<file path="config.mk">
export PLATFORM = sky130hd
export DESIGN_NAME = var_bus_delay
export DESIGN_NICKNAME = d
export VERILOG_FILES = /design/src/rtl/var_bus_delay.sv
export SDC_FILE = /design/constraint.sdc
export NUM_CORES = 1
export LEC_CHECK = 0
export ABC_AREA = 1
export CORE_MARGIN = 4
export CORE_UTILIZATION = 34
export DETAILED_ROUTE_END_ITERATION = 10
export GPL_ROUTABILITY_DRIVEN = 0
export PLACE_DENSITY_LB_ADDON = 0.1
export SETUP_SLACK_MARGIN = 0.2
export SLEW_MARGIN = 15
export SYNTH_ARGS = -nofsm -noshare
export SYNTH_HDL_FRONTEND = slang
export SYNTH_SLANG_ARGS = --single-unit
export TNS_END_PERCENT = 30
</file>
<file path="constraint.sdc">
create_clock -name clk -period 3.53 [get_ports clk]
set_input_delay 0.706 -clock clk [delete_from_list [all_inputs] [get_ports clk]]
set_output_delay 0.706 -clock clk [all_outputs]
set_load 0.05 [all_outputs]
</file>
<file path="src/rtl/var_bus_delay.sv">
`default_nettype none
// ============================================================================
// Module      : var_bus_delay
// Description : Programmable-latency bus delay line. Each sample (data plus
//               valid) is written into a circular buffer every cycle and read
//               back dly_cur cycles later. A delay change flushes every stored
//               valid bit and holds the output quiet while the line refills.
// Revision    : 1.0 - initial release
// ============================================================================
module var_bus_delay #(
    parameter int                   BUS_WIDTH = 8,
    parameter int                   MAX_DELAY = 16,
    parameter int                   DLY_W     = 5,
    parameter int                   DEF_DELAY = 3,
    parameter logic [BUS_WIDTH-1:0] INIT_VAL  = {BUS_WIDTH{1'b0}}
) (
    input  logic                 clk,
    input  logic                 rst,
    input  logic [BUS_WIDTH-1:0] inbus,
    input  logic                 in_vld,
    input  logic [DLY_W-1:0]     dly_sel,
    input  logic                 dly_load,
    output logic [BUS_WIDTH-1:0] outbus,
    output logic                 out_vld,
    output logic [DLY_W-1:0]     dly_cur,
    output logic                 busy,
    output logic                 dly_err
);

    // ------------------------------------------------------------------------
    // Constants
    // ------------------------------------------------------------------------
    // Pointer width; a single-entry buffer still needs a 1-bit pointer.
    localparam int c_PTR_W = (MAX_DELAY > 1) ? $clog2(MAX_DELAY) : 1;
    // One extra bit so wptr + MAX_DELAY - D never overflows.
    localparam int c_CW    = DLY_W + 1;

    localparam logic [c_CW-1:0]    c_MAX_CW   = c_CW'(MAX_DELAY);
    localparam logic [c_PTR_W-1:0] c_LAST_PTR = c_PTR_W'(MAX_DELAY - 1);
    localparam logic [DLY_W-1:0]   c_DEF      = DLY_W'(DEF_DELAY);
    localparam logic [DLY_W-1:0]   c_ONE      = DLY_W'(1);
    localparam logic               c_BUSY_RST = (DEF_DELAY != 0);

    localparam logic [0:0] c_ST_RUN  = 1'b0;
    localparam logic [0:0] c_ST_FILL = 1'b1;

    // ------------------------------------------------------------------------
    // Registers
    // ------------------------------------------------------------------------
    logic [BUS_WIDTH-1:0] r_mem [MAX_DELAY];
    logic [MAX_DELAY-1:0] r_vld;
    logic [c_PTR_W-1:0]   r_wptr;
    logic [0:0]           r_state;
    logic [DLY_W-1:0]     r_fill_cnt;
    logic [DLY_W-1:0]     r_dly_cur;
    logic                 r_busy;
    logic                 r_err;
    logic                 r_rst_d;

    // ------------------------------------------------------------------------
    // Combinational signals
    // ------------------------------------------------------------------------
    logic                 w_sel_bad;
    logic                 w_load_ok;
    logic                 w_load_bad;
    logic [c_CW-1:0]      w_wp_ext;
    logic [c_CW-1:0]      w_d_ext;
    logic [c_CW-1:0]      w_rd_raw;
    logic [c_PTR_W-1:0]   w_rd_idx;
    logic                 w_buf_vld;
    logic [BUS_WIDTH-1:0] w_buf_dat;
    logic                 w_vld;
    logic [BUS_WIDTH-1:0] w_dat;
    logic [c_CW-c_PTR_W-1:0] w_unused_rd_hi;

    // Requests beyond the buffer depth are rejected, everything else applies.
    assign w_sel_bad  = ({1'b0, dly_sel} > c_MAX_CW);
    assign w_load_ok  = dly_load & ~w_sel_bad;
    assign w_load_bad = dly_load &  w_sel_bad;

    // Read index (wptr - D) mod MAX_DELAY; both operands are < MAX_DELAY+1 so
    // one conditional wrap is enough. D = MAX_DELAY lands on wptr itself and
    // returns the entry before this cycle's write replaces it.
    assign w_wp_ext = c_CW'(r_wptr);
    assign w_d_ext  = {1'b0, r_dly_cur};

    // Modular subtraction for the read pointer.
    always_comb begin
        if (w_wp_ext >= w_d_ext) begin
            w_rd_raw = w_wp_ext - w_d_ext;
        end else begin
            w_rd_raw = w_wp_ext + c_MAX_CW - w_d_ext;
        end
    end

    assign w_rd_idx       = w_rd_raw[c_PTR_W-1:0];
    assign w_unused_rd_hi = w_rd_raw[c_CW-1:c_PTR_W];

    assign w_buf_vld = r_vld[w_rd_idx];
    assign w_buf_dat = r_mem[w_rd_idx];

    // Output select: pass-through at zero delay, buffer otherwise; quiet while
    // filling, during reset and in the cycle right after reset.
    always_comb begin
        w_vld = w_buf_vld;
        w_dat = w_buf_dat;
        if (r_dly_cur == '0) begin
            w_vld = in_vld;
            w_dat = inbus;
        end
        if ((r_state == c_ST_FILL) || rst || r_rst_d) begin
            w_vld = 1'b0;
        end
    end

    assign out_vld = w_vld;
    assign outbus  = w_vld ? w_dat : INIT_VAL;
    assign dly_cur = r_dly_cur;
    assign busy    = rst ? c_BUSY_RST : r_busy;
    assign dly_err = r_err & ~rst;

    // ------------------------------------------------------------------------
    // Sequential logic
    // ------------------------------------------------------------------------

    // Write pointer advances every cycle regardless of in_vld.
    always_ff @(posedge clk) begin
        if (rst) begin
            r_wptr <= '0;
        end else if (r_wptr == c_LAST_PTR) begin
            r_wptr <= '0;
        end else begin
            r_wptr <= r_wptr + c_PTR_W'(1);
        end
    end

    // Valid bits: flushed on reset or accepted load (the sample arriving on
    // that same edge is dropped too), otherwise track in_vld.
    always_ff @(posedge clk) begin
        if (rst || w_load_ok) begin
            r_vld <= '0;
        end else begin
            r_vld[r_wptr] <= in_vld;
        end
    end

    // Data storage needs no reset; a cleared valid bit masks stale content.
    always_ff @(posedge clk) begin
        r_mem[r_wptr] <= inbus;
    end

    // Remember reset for one cycle so the first post-reset cycle stays quiet.
    always_ff @(posedge clk) begin
        r_rst_d <= rst;
    end

    // Delay-control FSM: RUN streams, FILL counts down the refill time.
    always_ff @(posedge clk) begin
        if (rst) begin
            r_state    <= (DEF_DELAY == 0) ? c_ST_RUN : c_ST_FILL;
            r_fill_cnt <= c_DEF;
            r_busy     <= c_BUSY_RST;
            r_dly_cur  <= c_DEF;
            r_err      <= 1'b0;
        end else begin
            r_err <= w_load_bad;
            if (w_load_ok) begin
                r_dly_cur  <= dly_sel;
                r_fill_cnt <= dly_sel;
                if (dly_sel == '0) begin
                    r_state <= c_ST_RUN;
                    r_busy  <= 1'b0;
                end else begin
                    r_state <= c_ST_FILL;
                    r_busy  <= 1'b1;
                end
            end else if (r_state == c_ST_FILL) begin
                r_fill_cnt <= r_fill_cnt - c_ONE;
                if (r_fill_cnt <= c_ONE) begin
                    r_state <= c_ST_RUN;
                    r_busy  <= 1'b0;
                end
            end
        end
    end

endmodule
`default_nettype wire

</file>
==> results.md, run 1 <==
* Result of the run: complete, no violations
* Total chip power at 5090 µW
* Final count of negative-setup-slack endpoints at 0
* Initial antenna violation count at 0
* Count of buffers inserted at the top-level ports at 32
* R2r startpoint: r_wptr[0]
* Minimum setup slack after placement at 0.160 ns
* Root buffer selected by CTS: sky130_fd_sc_hd__clkbuf_16
* Clock buffer count from CTS at 17
* Mean post-synth cell area at 9.65 µm²
* Total via count after detailed routing at 5355
* Number of synthesized flops with an enable pin at 128
* Relative area change from synthesis to final layout at 23.9%
* Total number of placement rows at 52
* Antenna diodes at 0
* Worst flop-to-flop path endpoint: r_mem[4][7]
* Sink Count at 162
* Layout Cells excl Fill at 1084
* Routed wire length at 20.3 mm
* Per-cell via count in the routed design at 4.94
* Total routing resource utilization after global routing at 17.7%
* Post-placement cell count at 1043
* H-Tree Level Count at 4
* Worst Path Required at 2.82 ns
* TritonCTS clock tree: built
* Maximum achievable frequency at 284 MHz
* Power density over cell area at 571 mW/mm²
* Slack of the worst reg-to-reg path at 1.38 ns
* Die X-Extent at 154 µm
* Minimum clock period after layout at 3.52 ns
* Hold Crit Depth at 2
* Fraction of layout instances using a drive strength above 1 at 15.0%
* CORE AREA at 0.0206 mm²
* Largest fanout on the critical path at 15
* Hold buffer count at cts at 0
* Initial DRC count at 429
* Wirelength per Cell at 18.7 µm
* Cells after Synth at 746
* Worst VDD drop at 409 µV
* Worst setup skew after layout at 0.0116 ns
* Total congestion overflow at 0
* Number of global-route vias before repair at 5287
* Data arrival time of the critical path at 2.82 ns
* Synth Net Count at 773
* Vertical die dimension at 154 µm
* Startpoint type of the worst setup path: flop
* Hold Path End: r_busy
* Leading register cell type out of synthesis: sky130_fd_sc_hd__edfxtp_1
* Worst-Margin Slew at 1.23 ns
* Post-synth cell types at 33
* Logic depth of the worst register-to-register path at 5
* Source-to-sink clock delay at the later pin of the worst-skew pair at 0.43 ns
* Worst hold margin at 0.456 ns
* Final Hold Vio Count at 0
* Fraction of the yosys area taken by sequential cells at 62.8%
* Rel. slew slack at 17.8%
* Synth Cell Area at 0.00720 mm²
* Pleak at 0.00348 µW
* Number of synthesized register bits at 162
* DR pass1 iterations at 5
* Net count reported at finish at 829
* First-pass GRT wire length at 31.3 mm
* Warnings from Yosys at 0
* Maximum number of pins on one net before global-route repair at 47
* Startpoint-to-endpoint class of the critical path: flop to output port
* Origin of the worst min-delay path: r_busy
* RSZ-0062 raised after global routing: yes
* Buffer depth of the longest clock path at 2
* Critical path capture point type: output port
* Ports at 33
* Die ar. at 0.0236 mm²
* Worst path setup slack after routing at 0.00741 ns
* FFs w/ async S/R, synth at 0%
* Path class of the lowest-slack min-delay path: flop to flop
* Drt drc at 0
* Clock input transition at the sequential cells of the worst setup and hold paths at 0.06 ns
* Half-perimeter wire length after placement at 12.4 mm
* Final worst path period share at 99.8%
* Max-slew violation total from the final report at 0
* Antenna viol nets, final at 0
* Count of max-cap constraint violations at 0
* Initial core utilization at 35.0%
## area by class of cell
type | count | area (µm²)
Clock buffer | 19 | 433
Fill cell | 2017 | 11600
Multi-Input combinational cell | 492 | 2400
Inverter | 61 | 234
Timing Repair Buffer | 68 | 838
Clock inverter | 12 | 141
Tap cell | 270 | 338
Sequential cell | 162 | 4530
## state kept, by name, summed over array words and instances (netlist names)
| register | cells |
|---|---|
| r_wptr | 4 |
| r_err | 1 |
| dly_cur | 5 |
| r_busy | 1 |
| r_rst_d | 1 |
| r_fill_cnt | 5 |
| r_state | 1 |
| r_mem | 128 |
| r_vld | 16 |
## cell usage after synthesis, types with 2 or more instances
| cell type | n | area (µm²) |
|---|---|---|
| sky130_fd_sc_hd__buf_1 | 2 | 7.51 |
| sky130_fd_sc_hd__clkbuf_1 | 7 | 26.3 |
| sky130_fd_sc_hd__buf_2 | 14 | 70.1 |
| sky130_fd_sc_hd__inv_1 | 58 | 218 |
| sky130_fd_sc_hd__xor2_1 | 2 | 17.5 |
| sky130_fd_sc_hd__or2_2 | 10 | 62.6 |
| sky130_fd_sc_hd__o21ai_0 | 17 | 85.1 |
| sky130_fd_sc_hd__a21oi_1 | 20 | 100 |
| sky130_fd_sc_hd__nand3_1 | 119 | 596 |
| sky130_fd_sc_hd__nand3_2 | 3 | 30.0 |
| sky130_fd_sc_hd__buf_4 | 5 | 37.5 |
| sky130_fd_sc_hd__inv_2 | 2 | 7.51 |
| sky130_fd_sc_hd__nor2_1 | 42 | 158 |
| sky130_fd_sc_hd__dfxtp_1 | 34 | 681 |
| sky130_fd_sc_hd__nand2_1 | 253 | 950 |
| sky130_fd_sc_hd__xnor2_1 | 2 | 17.5 |
| sky130_fd_sc_hd__ha_1 | 9 | 113 |
| sky130_fd_sc_hd__buf_6 | 3 | 33.8 |
| sky130_fd_sc_hd__o211ai_1 | 3 | 22.5 |
| sky130_fd_sc_hd__edfxtp_1 | 128 | 3840 |
## routing by layer
metal  part of all wire [%]  global-route usage [%]  up-vias
met5                      0                       0        -
met4                    1.8                    5.72        0
met3                    5.2                    3.65       24
met2                     48                    28.1      158
met1                     45                    24.3     2582
li1                       -                       -     2591
## metrics by stage
step	TNS [ns]	util [%]	instance area, µm²
after floorplan	-0.214	-	7200
after global placement	0	39.0	8030
after detailed placement	0	39.0	8030
after CTS	-0.213	43.3	8910
after global routing	-1.07	43.4	8920
final	0	43.4	8920
## worst max-delay path, cell delays in order, from the launching register on
cell                        delay (ns)
sky130_fd_sc_hd__dfxtp_4          0.35
sky130_fd_sc_hd__inv_4            0.04
sky130_fd_sc_hd__ha_4             0.14
sky130_fd_sc_hd__inv_2            0.05
sky130_fd_sc_hd__fa_2             0.48
sky130_fd_sc_hd__buf_4            0.18
sky130_fd_sc_hd__bufbuf_16        0.29
sky130_fd_sc_hd__nand3_1          0.10
sky130_fd_sc_hd__nand3_1          0.08
sky130_fd_sc_hd__nand2_1          0.10
sky130_fd_sc_hd__nand2_1          0.05
sky130_fd_sc_hd__nand3_1          0.11
sky130_fd_sc_hd__nand2_1          0.10
sky130_fd_sc_hd__nor2_2           0.14
sky130_fd_sc_hd__buf_12           0.15
## where the power goes
| group | internal, µW | switching, µW | total [µW] |
|---|---|---|---|
| Clock | 1100 | 738 | 1840 |
| Sequential | 2110 | 26.2 | 2140 |
| Combinational | 413 | 701 | 1110 |
| Total | 3620 | 1470 | 5090 |
## worst max path at each step
stage	slack (ns)	end	cells after the start	start
after floorplan	-0.03	outbus[0]	12	dly_cur[0]
after global placement	0.20	outbus[0]	15	r_wptr[0]
after detailed placement	0.16	outbus[0]	15	r_wptr[0]
after CTS	-0.04	outbus[0]	16	r_wptr[0]
after global routing	-0.15	outbus[6]	16	r_wptr[0]
final	0.007	outbus[2]	14	r_wptr[0]
## kinds of logic (layout without fill, tap and decap cells)
family          Yosys count  in the layout  share of synthesized area, %
fa+ha+maj                10             10                          1.84
compound gates           43             43                          3.16
flops                   162            162                          62.8
buf+inv                  93            160                          5.80
xor+xnor                  6              6                         0.939
simple gates            432            433                          25.4
## cell usage in the layout (no fill, tap or decap), types with 3 or more instances in the layout
| cell type | n |
|---|---|
| sky130_fd_sc_hd__inv_2 | 3 |
| sky130_fd_sc_hd__buf_12 | 16 |
| sky130_fd_sc_hd__nand2_2 | 9 |
| sky130_fd_sc_hd__clkinv_1 | 3 |
| sky130_fd_sc_hd__dfxtp_1 | 31 |
| sky130_fd_sc_hd__o21ai_0 | 17 |
| sky130_fd_sc_hd__clkbuf_16 | 17 |
| sky130_fd_sc_hd__nor2_2 | 5 |
| sky130_fd_sc_hd__o211ai_1 | 3 |
| sky130_fd_sc_hd__nand2_1 | 245 |
| sky130_fd_sc_hd__nor2_1 | 31 |
| sky130_fd_sc_hd__clkdlybuf4s50_1 | 23 |
| sky130_fd_sc_hd__ha_1 | 8 |
| sky130_fd_sc_hd__bufinv_16 | 3 |
| sky130_fd_sc_hd__or2_2 | 10 |
| sky130_fd_sc_hd__inv_1 | 55 |
| sky130_fd_sc_hd__nor2_4 | 6 |
| sky130_fd_sc_hd__edfxtp_1 | 128 |
| sky130_fd_sc_hd__a21oi_1 | 19 |
| sky130_fd_sc_hd__clkinv_2 | 4 |
| sky130_fd_sc_hd__nand3_1 | 117 |
| sky130_fd_sc_hd__buf_4 | 26 |
| sky130_fd_sc_hd__nand3_2 | 4 |
## repair_timing
action | 4_1_cts | 5_1_grt
endpoints found under the setup margin | 9 | 9
gates cloned | 4 | 0
gates resized for setup | 40 | 3
buffers inserted | 6 | 0
pin swaps | 13 | 2
(Power assumes the default switching activity.)
==> run 2, diff against run 1 <==
Settings changed: RECOVER_POWER set to 25.
Clock period 3.53 ns to 2.82 ns, I/O delays scaled along.
==> results.md, run 2 (synthesis gave the netlist of run 1 again) <==
* Net switching power at 1910 µW
* Vertical die dimension at 154 µm
* Origin of the worst min-delay path: r_busy
* Antenna diodes at 0
* Worst VDD drop at 393 µV
* Total chip power at 6440 µW
* Biggest regs: r_mem: 128 flops, r_vld: 16 flops
* Routed wire length at 19.7 mm
* Worst setup skew after layout at 0.0108 ns
* Internal power component at 4530 µW
* Half-perimeter wire length after placement at 13.1 mm
* Total congestion overflow at 0
* Root buffer selected by CTS: sky130_fd_sc_hd__clkbuf_16
* Most common library cell in the layout ignoring fill and taps: sky130_fd_sc_hd__nand2_1
* Total via count after detailed routing at 5435
* Net Sw Frac at 29.7%
* Wire length on met2 at 9.45 mm
* Buffer depth of the longest clock path at 2
* Combinational group share of total power at 22.3%
* Power share of the clock group at 36.2%
* Maximum number of pins on one net before global-route repair at 61
* Initial antenna violation count at 0
* Drt drc at 0
* CORE AREA at 0.0206 mm²
* Startpoint-to-endpoint class of the critical path: flop to output port
* Path class of the lowest-slack min-delay path: flop to flop
* Rel. slew slack at 42.8%
* Final instance area at 0.00917 mm²
* Worst path setup slack after routing at -0.483 ns
* Data arrival time of the critical path at 2.74 ns
* Count of max-cap constraint violations at 0
* Critical path capture point type: output port
* Largest fanout on the critical path at 7
* Final count of negative-setup-slack endpoints at 9
* Relative area change from synthesis to final layout at 27.4%
* Pleak at 0.00361 µW
* Fillcell total at 1973
* First-pass GRT wire length at 30.5 mm
* Ports at 33
* Antenna viol nets, final at 0
* Worst Path Required at 2.26 ns
* Initial core utilization at 35.0%
* Hold Crit Depth at 2
* Power density over cell area at 702 mW/mm²
* Max-slew violation total from the final report at 0
* TritonCTS clock tree: built
* Clock input transition at the sequential cells of the worst setup and hold paths at 0.07 ns
* Total Negative Setup Slacks at -4.00 ns
* Sink Count at 162
* Commonest cells after routing, fill and taps aside: sky130_fd_sc_hd__nand2_1 (242), sky130_fd_sc_hd__edfxtp_1 (128), sky130_fd_sc_hd__nand3_1 (104)
* DR pass1 iterations at 5
* Slack of the worst reg-to-reg path at 0.85 ns
* Total number of placement rows at 52
* Initial DRC count at 347
* Hold buffer count at cts at 0
* Met3 wire length at 1.02 mm
* Per-cell via count in the routed design at 4.91
* Count of buffers inserted at the top-level ports at 32
* Source-to-sink clock delay at the later pin of the worst-skew pair at 0.43 ns
* Fraction of layout instances using a drive strength above 1 at 19.1%
* Worst-Margin Slew at 0.859 ns
* Clock buffer count from CTS at 17
* Number of global-route vias before repair at 5284
* Met1 WL at 8.89 mm
* Final worst path period share at 117%
* Wirelength per Cell at 17.8 µm
* H-Tree Level Count at 4
* Failing checks: setup timing
* Worst flop-to-flop path endpoint: r_mem[10][0]
* Hold Path End: r_busy
* Total routing resource utilization after global routing at 17.0%
* Final Hold Vio Count at 0
* Share of total power in sequential cells at 41.5%
* Startpoint type of the worst setup path: flop
* Die X-Extent at 154 µm
* Maximum achievable frequency at 303 MHz
* Minimum clock period after layout at 3.30 ns
* Logic depth of the worst register-to-register path at 7
* R2r startpoint: r_wptr[0]
* Uppermost layer routed: met4
* Net count reported at finish at 852
* Die ar. at 0.0236 mm²
* Max FFs per register at 128
* Result of the run: finished with violations
* Placed standard-cell area at 0.00837 mm²
* RSZ-0062 raised after global routing: yes
* Register with the most flip-flops: r_mem
==> run 2: worst max-delay path by stage <==
stage                          start         to  cells after the start
after floorplan           dly_cur[0]    out_vld                     13
after global placement     r_wptr[0]  outbus[1]                     14
after detailed placement   r_wptr[0]  outbus[0]                     15
after CTS                  r_wptr[0]  outbus[2]                     15
after global routing       r_wptr[0]  outbus[2]                     15
final                      r_wptr[0]  outbus[4]                     15
==> run 2: power groups by stage <==
stage          combinational (µW)  clock, µW  sequential (µW)
3_3_place_gp                 1290          0             2720
3_5_place_dp                 1290          0             2730
4_1_cts                      1400       2380             2670
2_1_floorplan                 795          0             2740
6_report                     1440       2330             2670
5_1_grt                      1580       2490             2680
==> run 2: area by class of cell <==
cell class / count / area [µm²] / share of cell area (%)
timing repair buffer: 91 / 997 / 10.9
inverter: 61 / 235 / 2.56
tap: 270 / 338 / 3.68
sequential: 162 / 4530 / 49.4
clock buffer: 18 / 429 / 4.68
clock inverter: 14 / 166 / 1.81
multi-input combinational: 492 / 2470 / 26.9
==> run 2: timing repair <==
item | in CTS | in global routing
setup buffers | 5 | 5
gates resized for setup | 22 | 14
endpoints found under the setup margin | 9 | 9
cloned | 1 | 0
pin swaps | 18 | 9
==> run 2: metrics by stage <==
stage	hold slack, ns	setup WS [ns]	std cells	utilization, %
detailed placement	0.439	-0.0878	1065	40.7
global placement	0.442	-0.0920	1065	40.7
CTS	0.449	-0.425	1103	44.3
finish	0.447	-0.483	1108	44.6
global route	0.478	-0.583	1108	44.6
floorplan	0.419	0.0225	746	-
==> run 2: worst max-delay path, cell delays in order, from the launching register on <==
cell                      delay [ns]
sky130_fd_sc_hd__dfxtp_2        0.33
sky130_fd_sc_hd__inv_2          0.07
sky130_fd_sc_hd__ha_4           0.12
sky130_fd_sc_hd__inv_2          0.04
sky130_fd_sc_hd__fa_2           0.60
sky130_fd_sc_hd__buf_6          0.16
sky130_fd_sc_hd__buf_12         0.14
sky130_fd_sc_hd__buf_8          0.12
sky130_fd_sc_hd__nand3_1        0.07
sky130_fd_sc_hd__nand2_1        0.06
sky130_fd_sc_hd__nand2_1        0.09
sky130_fd_sc_hd__nand3_1        0.10
sky130_fd_sc_hd__nand3_1        0.08
sky130_fd_sc_hd__nand2_2        0.13
sky130_fd_sc_hd__nor2_4         0.06
sky130_fd_sc_hd__buf_12         0.14
==> run 2: per-layer routing <==
metal	up-vias	global-route usage (%)
met4	0	5.17
met1	2609	22.9
li1	2641	-
met5	-	0
met3	21	4.02
met2	164	27.4
==> run 3, diff against run 2 <==
Settings changed: SETUP_SLACK_MARGIN 0.2 to unset.
==> results.md, run 3 (synthesis gave the netlist of run 1 again) <==
* Library cell appearing most often on the critical path: sky130_fd_sc_hd__nand2_1
* Routed wire length at 19.6 mm
* Die ar. at 0.0236 mm²
* Total congestion overflow at 0
* Worst flop-to-flop path endpoint: r_mem[5][3]
* Startpoint type of the worst setup path: flop
* Total Negative Setup Slacks at -3.44 ns
* Total routing resource utilization after global routing at 17.1%
* Worst setup skew after layout at 0.00570 ns
* Hold Crit Depth at 2
* Post-placement cell count at 1070
* Combinational group share of total power at 20.0%
* Drt drc at 0
* Worst VDD drop at 379 µV
* Placed standard-cell area at 0.00838 mm²
* R2r startpoint: r_wptr[1]
* Layout Cells excl Fill at 1104
* CP startpoint: r_wptr[0]
* Highest cell delay on the worst timing path at 0.60 ns
* Biggest regs: r_mem: 128 flops, r_vld: 16 flops
* Final worst path period share at 114%
* Pleak at 0.00357 µW
* Number of global-route vias before repair at 5421
* Final Hold Vio Count at 0
* Minimum clock period after layout at 3.22 ns
* Power share of the clock group at 39.4%
* Wirelength per Cell at 17.8 µm
* Critical-path cell with the highest stage delay: sky130_fd_sc_hd__fa_2
* Result of the run: finished with violations
* Total via count after detailed routing at 5323
* Largest fanout on the critical path at 5
* Buffer depth of the longest clock path at 2
* Ports at 33
* H-Tree Level Count at 4
* Count of buffers inserted at the top-level ports at 32
* Total number of placement rows at 52
* Root buffer selected by CTS: sky130_fd_sc_hd__clkbuf_16
* Commonest cells after routing, fill and taps aside: sky130_fd_sc_hd__nand2_1 (246), sky130_fd_sc_hd__edfxtp_1 (128), sky130_fd_sc_hd__nand3_1 (117)
* Final count of negative-setup-slack endpoints at 9
* Initial DRC count at 361
* Path class of the lowest-slack min-delay path: flop to flop
* Maximum number of pins on one net before global-route repair at 36
* Max FFs per register at 128
* Hold buffer count at cts at 0
* Clock input transition at the sequential cells of the worst setup and hold paths at 0.06 ns
* Most common library cell in the layout ignoring fill and taps: sky130_fd_sc_hd__nand2_1
* WP buf/inv at 4
* Maximum achievable frequency at 311 MHz
* Per-cell via count in the routed design at 4.82
* Power density over cell area at 724 mW/mm²
* Worst Path Required at 2.26 ns
* Critical path capture point type: output port
* Critical path endpoint: outbus[7]
* Register with the most flip-flops: r_mem
* RSZ-0062 raised after global routing: yes
* DR pass1 iterations at 4
* Failing checks: setup timing
* Antenna diodes at 0
* CORE AREA at 0.0206 mm²
* Count of max-cap constraint violations at 0
* Source-to-sink clock delay at the later pin of the worst-skew pair at 0.42 ns
* Vertical die dimension at 154 µm
* TritonCTS clock tree: built
* Series of cell instances along the critical path: inv_2 > ha_4 > inv_2 > fa_2 > buf_6 > nand3_1 > nand2_1 > nand2_1 > nand2_1 > nand2_2 > nand3_4 > nand2_8 > nor2_4 > buf_12
* Worst path setup slack after routing at -0.400 ns
* Share of total power in sequential cells at 40.6%
* Max-slew violation total from the final report at 0
* Clock buffer count from CTS at 17
* Rel. slew slack at 52.9%
* Slack of the worst reg-to-reg path at 1.00 ns
* Fraction of layout instances using a drive strength above 1 at 16.3%
* Net Sw Frac at 27.4%
* Half-perimeter wire length after placement at 13.4 mm
* Sink Count at 162
* Initial core utilization at 35.0%
* Internal power component at 4790 µW
* Net switching power at 1810 µW
* Final instance area at 0.00912 mm²
* Startpoint-to-endpoint class of the critical path: flop to output port
* Initial antenna violation count at 0
* Depth of the critical timing path with buffers and inverters included at 14
* Antenna viol nets, final at 0
* Worst-Margin Slew at 0.706 ns
* Net count reported at finish at 848
* Data arrival time of the critical path at 2.66 ns
* Die X-Extent at 154 µm
* CP delay by family, top: simple AND/OR/NAND/NOR gates
* Logic depth of the worst register-to-register path at 6
* Relative area change from synthesis to final layout at 26.6%
* First-pass GRT wire length at 30.8 mm
[run 3: cell types whose count changed in the layout (fill, tap and decap cells not counted), moves of 3 or more]
cell	before	now
sky130_fd_sc_hd__bufinv_16	2	6
sky130_fd_sc_hd__nand2_2	11	8
sky130_fd_sc_hd__nand2_1	242	246
sky130_fd_sc_hd__clkinv_4	4	1
sky130_fd_sc_hd__clkinvlp_4	1	4
sky130_fd_sc_hd__nand3_2	17	4
sky130_fd_sc_hd__inv_6	5	1
sky130_fd_sc_hd__nand3_1	104	117
[run 3: layer usage]
| layer | GRT usage (%) | share of wire, % |
|---|---|---|
| met1 | 22.6 | 45 |
| met2 | 28.8 | 50 |
| met3 | 2.98 | 4.0 |
| met4 | 5.00 | 0.94 |
| met5 | 0 | 0 |
[run 3: worst min-delay path by stage]
| stage | from | end | slack, ns |
|---|---|---|---|
| after floorplan | r_busy | r_busy | 0.42 |
| after global placement | r_busy | r_busy | 0.43 |
| after detailed placement | r_busy | r_busy | 0.44 |
| after CTS | r_busy | r_busy | 0.45 |
| after global routing | r_vld[0] | r_vld[0] | 0.49 |
| final | r_busy | r_busy | 0.45 |
[run 3: tightest hold or removal path, stage by stage, from the launching register on]
cell	delay (ns)
sky130_fd_sc_hd__dfxtp_1	0.31
sky130_fd_sc_hd__nand2_1	0.06
sky130_fd_sc_hd__nand2_1	0.04
[run 3: through the flow]
stage               utilization, %  worst slack (ns)  power (µW)  hold WS (ns)
floorplan                        -           0.00414        3510         0.419
detailed placement            40.8           -0.0398        4010         0.439
global placement              40.8            0.0193        4000         0.435
finish                        44.3            -0.400        6600         0.446
global route                  44.3            -0.522        6900         0.485
CTS                           44.4            -0.440        6660         0.449
[run 3: power by group through the flow]
stage | combinational, µW | sequential [µW] | clock (µW)
2_1_floorplan | 771 | 2740 | 0
3_3_place_gp | 1280 | 2720 | 0
3_5_place_dp | 1290 | 2730 | 0
4_1_cts | 1340 | 2670 | 2650
5_1_grt | 1460 | 2680 | 2750
6_report | 1320 | 2680 | 2600
[run 3: timing repair]
item / CTS / global route
setup endpoints to repair: 9 / 9
gates resized for setup: 18 / 3
buffers inserted: 1 / 0
gates cloned: 1 / 0
hold endpoints to repair: 0 / 0
pin swaps: 11 / 8
[run 3: cell type report]
type,count,area [µm²]
fill,2044,11400
tap,270,338
clock buffer,18,429
clock inverter,14,235
sequential,162,4530
multi-input combinational,492,2400
timing repair buffer,87,945
inverter,61,238
